$ cat src/rtl/ctrl_seq_pkg.sv
// ctrl_seq_pkg: controller state codes shared with the FSM, plus a width helper
package ctrl_seq_pkg;
  typedef enum logic [2:0] {
    ST_ALLOC, ST_LOAD_AND_INIT, ST_CONVOLUTION, ST_LOAD_RESULT,
    ST_LOAD_ERROR, ST_LOAD_OUTPUT, ST_LOAD_INPUT, ST_PC_INCREMENT
  } state_e;
  function automatic int clog2(input int n);
    return n > 1 ? $clog2(n) : 1;
  endfunction
endpackage

$ cat src/rtl/ctrl_seq_if.sv
// ctrl_seq_if: FSM-side controls and sequencer-side flags, addresses and strobes
interface ctrl_seq_if import ctrl_seq_pkg::*; #(
  parameter int NSTAGES = 4,
  parameter int NVECTORS = 2,
  parameter int ADDR_W = 8
) ();
  logic en;
  logic [2:0] state;
  logic vector_pass, last_stage, last_vector;
  logic [clog2(NSTAGES)-1:0] stage_idx;
  logic [clog2(NVECTORS)-1:0] vector_idx;
  logic [ADDR_W-1:0] coef_addr, data_addr;
  logic data_we, mac_clr, mac_acc, err;
  modport master (
    output en, state,
    input vector_pass, last_stage, last_vector, stage_idx, vector_idx,
    input coef_addr, data_addr, data_we, mac_clr, mac_acc, err
  );
  modport slave (
    input en, state,
    output vector_pass, last_stage, last_vector, stage_idx, vector_idx,
    output coef_addr, data_addr, data_we, mac_clr, mac_acc, err
  );
endinterface

$ cat src/rtl/ctrl_seq_ring.sv
// ctrl_seq_ring: per-stage circular history heads and modulo-TAPS sample addresses
module ctrl_seq_ring import ctrl_seq_pkg::*; #(
  parameter int NSTAGES = 4,
  parameter int TAPS = 16,
  parameter int ADDR_W = 8
) (
  input  logic                       clk,
  input  logic                       rst,
  input  logic                       en_i,
  input  logic                       inc_i,
  input  logic [clog2(NSTAGES)-1:0]  stage_i,
  input  logic [clog2(TAPS)-1:0]     tap_i,
  output logic [ADDR_W-1:0]          wr_addr_o,
  output logic [ADDR_W-1:0]          rd_addr_o
);
  localparam int TW = clog2(TAPS);
  logic [TW-1:0] head_q [NSTAGES];
  logic [TW-1:0] head_d [NSTAGES];
  logic [TW-1:0] cur, nxt, diff;
  // TW-bit arithmetic gives the mod-TAPS wrap for free
  always_comb begin
    cur = head_q[stage_i];
    nxt = inc_i ? cur + 1'b1 : cur;
    diff = cur - tap_i;
    head_d = head_q;
    head_d[stage_i] = nxt;
    wr_addr_o = ADDR_W'(int'(stage_i) * TAPS + int'(nxt));
    rd_addr_o = ADDR_W'(int'(stage_i) * TAPS + int'(diff));
  end
  always_ff @(posedge clk) begin
    if (rst) head_q <= '{default: '0};
    else if (en_i) head_q <= head_d;
  end
endmodule

$ cat src/rtl/ctrl_seq.sv
// ctrl_seq: tap/stage/vector sequencer driving loop flags, RAM addresses and MAC strobes
// Define CTRL_SEQ_ERR_EN to build the sticky sequencing-error checker.
module ctrl_seq import ctrl_seq_pkg::*; #(
  parameter int NSTAGES = 4,
  parameter int NVECTORS = 2,
  parameter int TAPS = 16,
  parameter int ADDR_W = 8
) (
  input logic clk,
  input logic rst,
  ctrl_seq_if.slave bus
);
  localparam int SW = clog2(NSTAGES);
  localparam int VW = clog2(NVECTORS);
  localparam int TW = clog2(TAPS);
  logic [TW-1:0] tap_q, tap_d;
  logic [SW-1:0] stage_q, stage_d;
  logic [VW-1:0] vector_q, vector_d;
  logic init, conv, pc, ls, lv, vp;
  logic [ADDR_W-1:0] wr_addr, rd_addr;
  always_comb begin
    init = bus.state == ST_LOAD_AND_INIT;
    conv = bus.state == ST_CONVOLUTION;
    pc = bus.state == ST_PC_INCREMENT;
    ls = stage_q == SW'(NSTAGES - 1);
    lv = vector_q == VW'(NVECTORS - 1);
    vp = conv && tap_q == TW'(TAPS - 1);
    tap_d = init ? '0 : (conv && !vp) ? tap_q + 1'b1 : tap_q;
    stage_d = pc ? (ls ? '0 : stage_q + 1'b1) : stage_q;
    vector_d = (pc && ls) ? (lv ? '0 : vector_q + 1'b1) : vector_q;
  end
  always_ff @(posedge clk) begin
    if (rst) begin
      tap_q <= '0;
      stage_q <= '0;
      vector_q <= '0;
    end else if (bus.en) begin
      tap_q <= tap_d;
      stage_q <= stage_d;
      vector_q <= vector_d;
    end
  end
  ctrl_seq_ring #(.NSTAGES(NSTAGES), .TAPS(TAPS), .ADDR_W(ADDR_W)) u_ring (
    .clk(clk),
    .rst(rst),
    .en_i(bus.en),
    .inc_i(init && vector_q == '0),
    .stage_i(stage_q),
    .tap_i(tap_q),
    .wr_addr_o(wr_addr),
    .rd_addr_o(rd_addr)
  );
  assign bus.vector_pass = vp;
  assign bus.last_stage = ls;
  assign bus.last_vector = lv;
  assign bus.stage_idx = stage_q;
  assign bus.vector_idx = vector_q;
  assign bus.coef_addr = ADDR_W'((int'(stage_q) * NVECTORS + int'(vector_q)) * TAPS + int'(tap_q));
  assign bus.data_addr = init ? wr_addr : rd_addr;
  assign bus.data_we = init;
  assign bus.mac_clr = init;
  assign bus.mac_acc = conv;
`ifdef CTRL_SEQ_ERR_EN
  logic [2:0] prev_q;
  logic pvp_q, err_q, err_d;
  // previous-cycle state and vector_pass identify entry to and exit from CONVOLUTION
  always_comb err_d = err_q
      | (conv && prev_q != ST_CONVOLUTION && prev_q != ST_LOAD_AND_INIT)
      | (prev_q == ST_CONVOLUTION && !conv && !pvp_q);
  always_ff @(posedge clk) begin
    if (rst) begin
      prev_q <= ST_ALLOC;
      pvp_q <= 1'b0;
      err_q <= 1'b0;
    end else if (bus.en) begin
      prev_q <= bus.state;
      pvp_q <= vp;
      err_q <= err_d;
    end
  end
  assign bus.err = err_q;
`else
  assign bus.err = 1'b0;
`endif
endmodule

$ cat src/flat_wrapper.sv
// flat-port wrapper written by rule: the top's interface ports become plain ports
module ctrl_seq_flat import ctrl_seq_pkg::*;
#(
  parameter int NSTAGES = 4,
  parameter int NVECTORS = 2,
  parameter int TAPS = 16,
  parameter int ADDR_W = 8
)
  (clk, rst, bus_en, bus_state, bus_vector_pass, bus_last_stage, bus_last_vector, bus_stage_idx, bus_vector_idx, bus_coef_addr, bus_data_addr, bus_data_we, bus_mac_clr, bus_mac_acc, bus_err);
  ctrl_seq_if #(.NSTAGES(NSTAGES), .NVECTORS(NVECTORS), .ADDR_W(ADDR_W)) bus_i ();
  input logic clk;
  input logic rst;
  input wire logic [$bits(bus_i.en)-1:0] bus_en;
  input wire logic [$bits(bus_i.state)-1:0] bus_state;
  output wire logic [$bits(bus_i.vector_pass)-1:0] bus_vector_pass;
  output wire logic [$bits(bus_i.last_stage)-1:0] bus_last_stage;
  output wire logic [$bits(bus_i.last_vector)-1:0] bus_last_vector;
  output wire logic [$bits(bus_i.stage_idx)-1:0] bus_stage_idx;
  output wire logic [$bits(bus_i.vector_idx)-1:0] bus_vector_idx;
  output wire logic [$bits(bus_i.coef_addr)-1:0] bus_coef_addr;
  output wire logic [$bits(bus_i.data_addr)-1:0] bus_data_addr;
  output wire logic [$bits(bus_i.data_we)-1:0] bus_data_we;
  output wire logic [$bits(bus_i.mac_clr)-1:0] bus_mac_clr;
  output wire logic [$bits(bus_i.mac_acc)-1:0] bus_mac_acc;
  output wire logic [$bits(bus_i.err)-1:0] bus_err;
  assign bus_i.en = bus_en;
  assign bus_i.state = bus_state;
  assign bus_vector_pass = bus_i.vector_pass;
  assign bus_last_stage = bus_i.last_stage;
  assign bus_last_vector = bus_i.last_vector;
  assign bus_stage_idx = bus_i.stage_idx;
  assign bus_vector_idx = bus_i.vector_idx;
  assign bus_coef_addr = bus_i.coef_addr;
  assign bus_data_addr = bus_i.data_addr;
  assign bus_data_we = bus_i.data_we;
  assign bus_mac_clr = bus_i.mac_clr;
  assign bus_mac_acc = bus_i.mac_acc;
  assign bus_err = bus_i.err;
  ctrl_seq #(.NSTAGES(NSTAGES), .NVECTORS(NVECTORS), .TAPS(TAPS), .ADDR_W(ADDR_W)) u_core (.clk(clk), .rst(rst), .bus(bus_i));
endmodule
$ cat config.mk
export PLATFORM = sky130hd
export DESIGN_NAME = ctrl_seq_flat
export DESIGN_NICKNAME = d
export VERILOG_FILES = /design/src/rtl/ctrl_seq_pkg.sv /design/src/rtl/ctrl_seq_if.sv /design/src/rtl/ctrl_seq_ring.sv /design/src/rtl/ctrl_seq.sv /design/src/flat_wrapper.sv
export SDC_FILE = /design/constraint.sdc
export NUM_CORES = 1
export LEC_CHECK = 0
export BUFFER_PORTS_ARGS = -buffer_cell sky130_fd_sc_hd__buf_2
export CORE_MARGIN = 5
export CORE_UTILIZATION = 57
export CTS_CLUSTER_SIZE = 10
export DETAILED_ROUTE_END_ITERATION = 10
export GPL_ROUTABILITY_DRIVEN = 1
export GPL_TIMING_DRIVEN = 0
export PLACE_DENSITY = 0.87
export RECOVER_POWER = 50
export SLEW_MARGIN = 15
export SYNTH_ARGS = -nofsm -noshare
export SYNTH_HDL_FRONTEND = slang
export SYNTH_SLANG_ARGS = --single-unit
$ cat constraint.sdc
create_clock -name clk -period 5.9 [get_ports clk]
set_clock_uncertainty 0.15 [all_clocks]
set_input_delay 1.18 -clock clk [delete_from_list [all_inputs] [get_ports clk]]
set_output_delay 1.18 -clock clk [all_outputs]
set_load 0.05 [all_outputs]
Word level (Yosys, flattened, before mapping):

Cells that the tools add are included.
W data, S select, Z words.

* $add $sub $neg: 9
* bitwise operators: 2
* multiplexer cells: 12
* $lt $le $gt $ge: 2
* reductions and logical operators: 10
* equal/unequal tests: 5

Operators by type and width (count)
* $mux W4: 6
* $bwmux W16: 1
* $add A6 B4 Y7: 2
* $add A4 B1 Y4 const B: 2
* $add A8 B5 Y8: 1
* $bmux W4 S2: 1
* $demux W4 S2: 1
* $mux W7: 1
* $reduce_and A2 Y1: 3
* $logic_and A1 B1 Y1: 5
* $add A3 B1 Y4: 1
* $eq A4 B4 Y1 const B: 1
* $sub A4 B4 Y4: 1
* $eq A3 B1 Y1 const B: 1
* $eq A3 B2 Y1 const B: 1
* $eq A3 B3 Y1 const B: 1
* $ge A3 B3 Y1 const B: 1
* $lt A3 B1 Y1 const B: 1
* $not A2 Y3: 1
* $add A2 B1 Y2 const B: 1
* $eq A2 B2 Y1 const B: 1
* $mux W2: 1
* $reduce_bool A2 Y1: 1
* $add A1 B1 Y1 const B: 1
* 3 further kinds: 3

* logic and storage cells: 47
* register bits after elaboration: 23
* output and inout port bits: 26

Longest topological paths before layout:

* depth in word-level cells: 8
* depth in mapped cells: 9
* depth with buffers taken out: 8

Hierarchy:

From an unflattened synthesis, not the netlist that was laid out.

* cell total of the unflattened synthesis: 163
* area total of the unflattened synthesis: 1602.8 sq um

Modules (own cells, without submodules)
* ctrl_seq_ring: cells each 98, area an instance 1002.2 sq um, instances 1
* ctrl_seq: cells each 65, area an instance 600.6 sq um, instances 1

Least setup slack after synthesis:

Ideal clock, no wire load.

* path kind: register to output
* start: reg u_core.stage_q[1] (netlist: u_core.bus.stage_idx[1])
* end: out bus_data_addr[3]
* data required time: 4570 ps
* slack: 1142 ps
* stages on the path, launching flop included: 9
* buffers on the path: 1
* arrival time: 3428 ps
* cell sequence: dfxtp_1 buf_4 mux4_1 ha_1 nor2b_1 o21a_1 or4_1 nand3_1 xor2_1

* cells in the longest elaborated chain, start to end: 8
* elaborated cells between the ends (all ways): 10

Ends and longest elaborated chain
* start, declared: line ctrl_seq.sv:17 `logic [SW-1:0] stage_q, stage_d;`
* start signal, assigned: line ctrl_seq.sv:39 `stage_q <= stage_d;`
* $not A2 Y3 (implied by the code) *: line ctrl_seq_ring.sv:22 `cur = head_q[stage_i];`
* $bmux W4 S2 *: line ctrl_seq_ring.sv:22
* $mux W4 (implied by the code) * (2 in series): line ctrl_seq_ring.sv:22
* $add A4 B1 Y4: line ctrl_seq_ring.sv:23 `nxt = inc_i ? cur + 1'b1 : cur;`
* $mux W4: line ctrl_seq_ring.sv:23
* $add A6 B4 Y7: line ctrl_seq_ring.sv:27 `wr_addr_o = ADDR_W'(int'(stage_i) * TAPS + int'(nxt));`
* $mux W7 *: line ctrl_seq.sv:59 `assign bus.data_addr = init ? wr_addr : rd_addr;`
* end, declared: line flat_wrapper.sv:21 `output wire logic [$bits(bus_i.data_addr)-1:0] bus_data_addr;`

Every way passes the cells marked *; elsewhere a longest branch is shown, timed or not. The select of a mux whose other input is x is not followed.

Worst setup path after layout:

Same ends and word-level chain as after synthesis.

==> metrics <==
final core occ 64.5%; Hold Crit Class reg2reg; CTS HTree Levels 1; post-detail-place hpwl roughly 2.4 mm; first-pass GRT wire length 4.95 mm; Sw Ratio around a third; Slew HR 60.2%; Max Clk Rate 220 MHz; YS warnings 0; Mapped Area 0.00139 mm²; Max IR drop VDD a little under 200 µV; Mapped Cells 150; kind of critical path reg2out; DR iter-0 viols 33; max-slew violations 0; Worst Path Required 4.57 ns; CTS Sinks 23; top cells by count, synth 23 x dfxtp_1, 21 x nor2_1, 16 x a211oi_1; First-pass DRT Iterations 4; Fin Setup TNS 0 ns; total CTS buffers 3; top cells by area, synth dfxtp_1 33%, a211oi_1 8.6%, ha_1 8.1%, buf_4 6.5%, nor2_1 5.7%; Worst EP arrival 3.21 ns; drt total wl 3.01 mm; Power per Cell Area 199 mW/mm²; Tmin final between 4 and 5 ns; #FFs+latches synth 23; Synth Flop Type dfxtp_1; top cell type's share of synthesized area 33.1%; CORE AREA 0.00241 mm²; CTS tree yes; Pint 0.206 mW; Root Buffer clkbuf_4; share of power burned in registers about half; Final Wtd Congestion 0.868; number of remaining DRC errors 0; actual slew at the worst max-slew pin 0.599 ns; max incr delay on CP ~0.71 ns; fin nets between 200 and 250; Final Setup Violations 0; Post CTS Setup Buffer Count 0; Final Hold Violating Endpoints 0; Die Y-Extent 59.4 µm; clock-pin slew on the worst setup and hold paths 0.13 ns; total vias in the final route between 1,000 and 1,500; Fillers 226; Hold Buf Count CTS 0; Initial Utilization 57.7%; die area 0.00353 mm²; WL/cell 14.1 µm; Setup crit end kind primary output; combinational power share 23.6%; post-synth top area cell dfxtp_1; Slowest cell on crit path mux4_1; Synth cell types 38; RSZ-0062 raised after global routing false; worst-path fanout max 6; Die Wd ~59 µm; Global Route Usage Sum between 10% and 20%; antenna violations before repair 0; Syn Area/Cell a little over 9 µm²; Critical Path, Cell by Cell buf_4, mux4_1, ha_1, nor2b_1, o21a_1, or4_1, nand3_1, xor2_1, buf_2; Total Power just over 0.3 mW; fin crit share between 70% and 80%; critical path launch point type flip-flop; async set-reset flop share out of synthesis 0%; layout cells sized above 1 19.6%; clock buffer depth 2; status finished clean; post-cts sizing count 0; PortBufs 27; Hold WS between 0.3 and 0.4 ns; Seq. cell area 460 µm²; Multi-input gate area 753 µm²; Layout area overhead 11.7%; I/O pin cnt 32; total gr overflow 0; EDFF count, synth 0; pre-CTS WS 1.70 ns; Antenna diodes 0; total of max-cap violations 0; Psw 0.104 mW; count leader, synth dfxtp_1; Seq/Total Area, Yosys between 30% and 40%; PnR worst setup slack 1.36 ns; DR vias/cell ~5.5; row count 18; largest net degree at the start of global routing 15; vias in the first global route ~1,100; Clock Latency Late Sink 0.32 ns; LEAKAGE 0.645 nW; clock network power share 24.5%; post-route ant nets 0
[layout by cell type (no fill, tap or decap), types with 4 or more instances in the layout]
master	Yosys	routed
buf_2	1	17
o21ai_0	6	6
a211oi_1	16	16
clkbuf_1	2	14
nor2_1	21	22
mux2i_1	4	4
buf_4	12	12
a21oi_1	5	5
conb_1	1	4
xor2_1	3	4
inv_1	9	9
and2_1	4	4
ha_1	9	9
dfxtp_1	23	23
[cells by family after synthesis]
logic type               after synthesis  share of synthesized area [%]
AO/OA/AOI/OAI                         31                           14.8
multiplexers                           8                           9.89
AND/OR/NAND/NOR                       44                           17.3
adder cells (fa/ha/maj)               10                           9.53
buffers and inverters                 28                           11.4
XOR/XNOR                               5                           3.69
flip-flops                            23                           33.1
other                                  1                          0.270
[registers in the layout (all words and copies together), names as in the netlist]
register / cells
u_core.u_ring.head_q: 16
u_core.bus.last_vector: 1
u_core.tap_q: 4
u_core.bus.stage_idx: 2
[power by group through the flow]
stage	sequential, mW	clock [mW]	combinational, mW
after floorplan	0.165	0	0.0579
after global placement	0.164	0	0.0730
after detailed placement	0.164	0	0.0753
after CTS	0.161	0.0797	0.0756
after global routing	0.162	0.0875	0.0789
final	0.161	0.0759	0.0730
[cell type report]
cell class	count	area share (%)
Inverter	9	2.17
Multi-Input combinational cell	102	48.5
Buffer	19	7.57
Timing Repair Buffer	27	7.81
Tap cell	30	2.42
Clock inverter	1	0.483
Sequential cell	23	29.6
Clock buffer	3	1.45
[worst max-delay path, delay by kind of cell, from the launching register on]
kind,cells,cell delay (ns)
mux,1,0.71
simple gates,3,0.63
buf+inv,2,0.48
flops,1,0.44
fa+ha+maj,1,0.32
compound gates,1,0.17
xor+xnor,1,0.14
[layer usage]
metal  GRT usage [%]  share of wire, %  wire length (µm)  vias up
met1            20.2                42              1270      561
li1                -                 -                 -      584
met5               0                 0                 0        -
met2            32.9                53              1590       18
met4            5.18              0.90                27        0
met3            4.58               4.0               121        5
[metrics by stage]
step | cells | instance area (µm²)
floorplan | 153 | 1400
global placement | 210 | 1580
detailed placement | 210 | 1580
CTS | 214 | 1610
global route | 214 | 1550
finish | 214 | 1550
[final timing paths]
| path | end | from | depth (start not counted) | slack, ns |
|---|---|---|---|---|
| setup / recovery | bus_data_addr[3] | u_core.bus.stage_idx[1] | 9 | 1.36 |
| hold / removal | u_core.u_ring.head_q[6] | u_core.u_ring.head_q[6] | 2 | 0.35 |
| setup reg to reg | u_core.u_ring.head_q[1] | u_core.bus.stage_idx[1] | 5 | 3.36 |
| hold reg to reg | u_core.u_ring.head_q[6] | u_core.u_ring.head_q[6] | 2 | 0.35 |
Power figures use the tool's default switching activity.
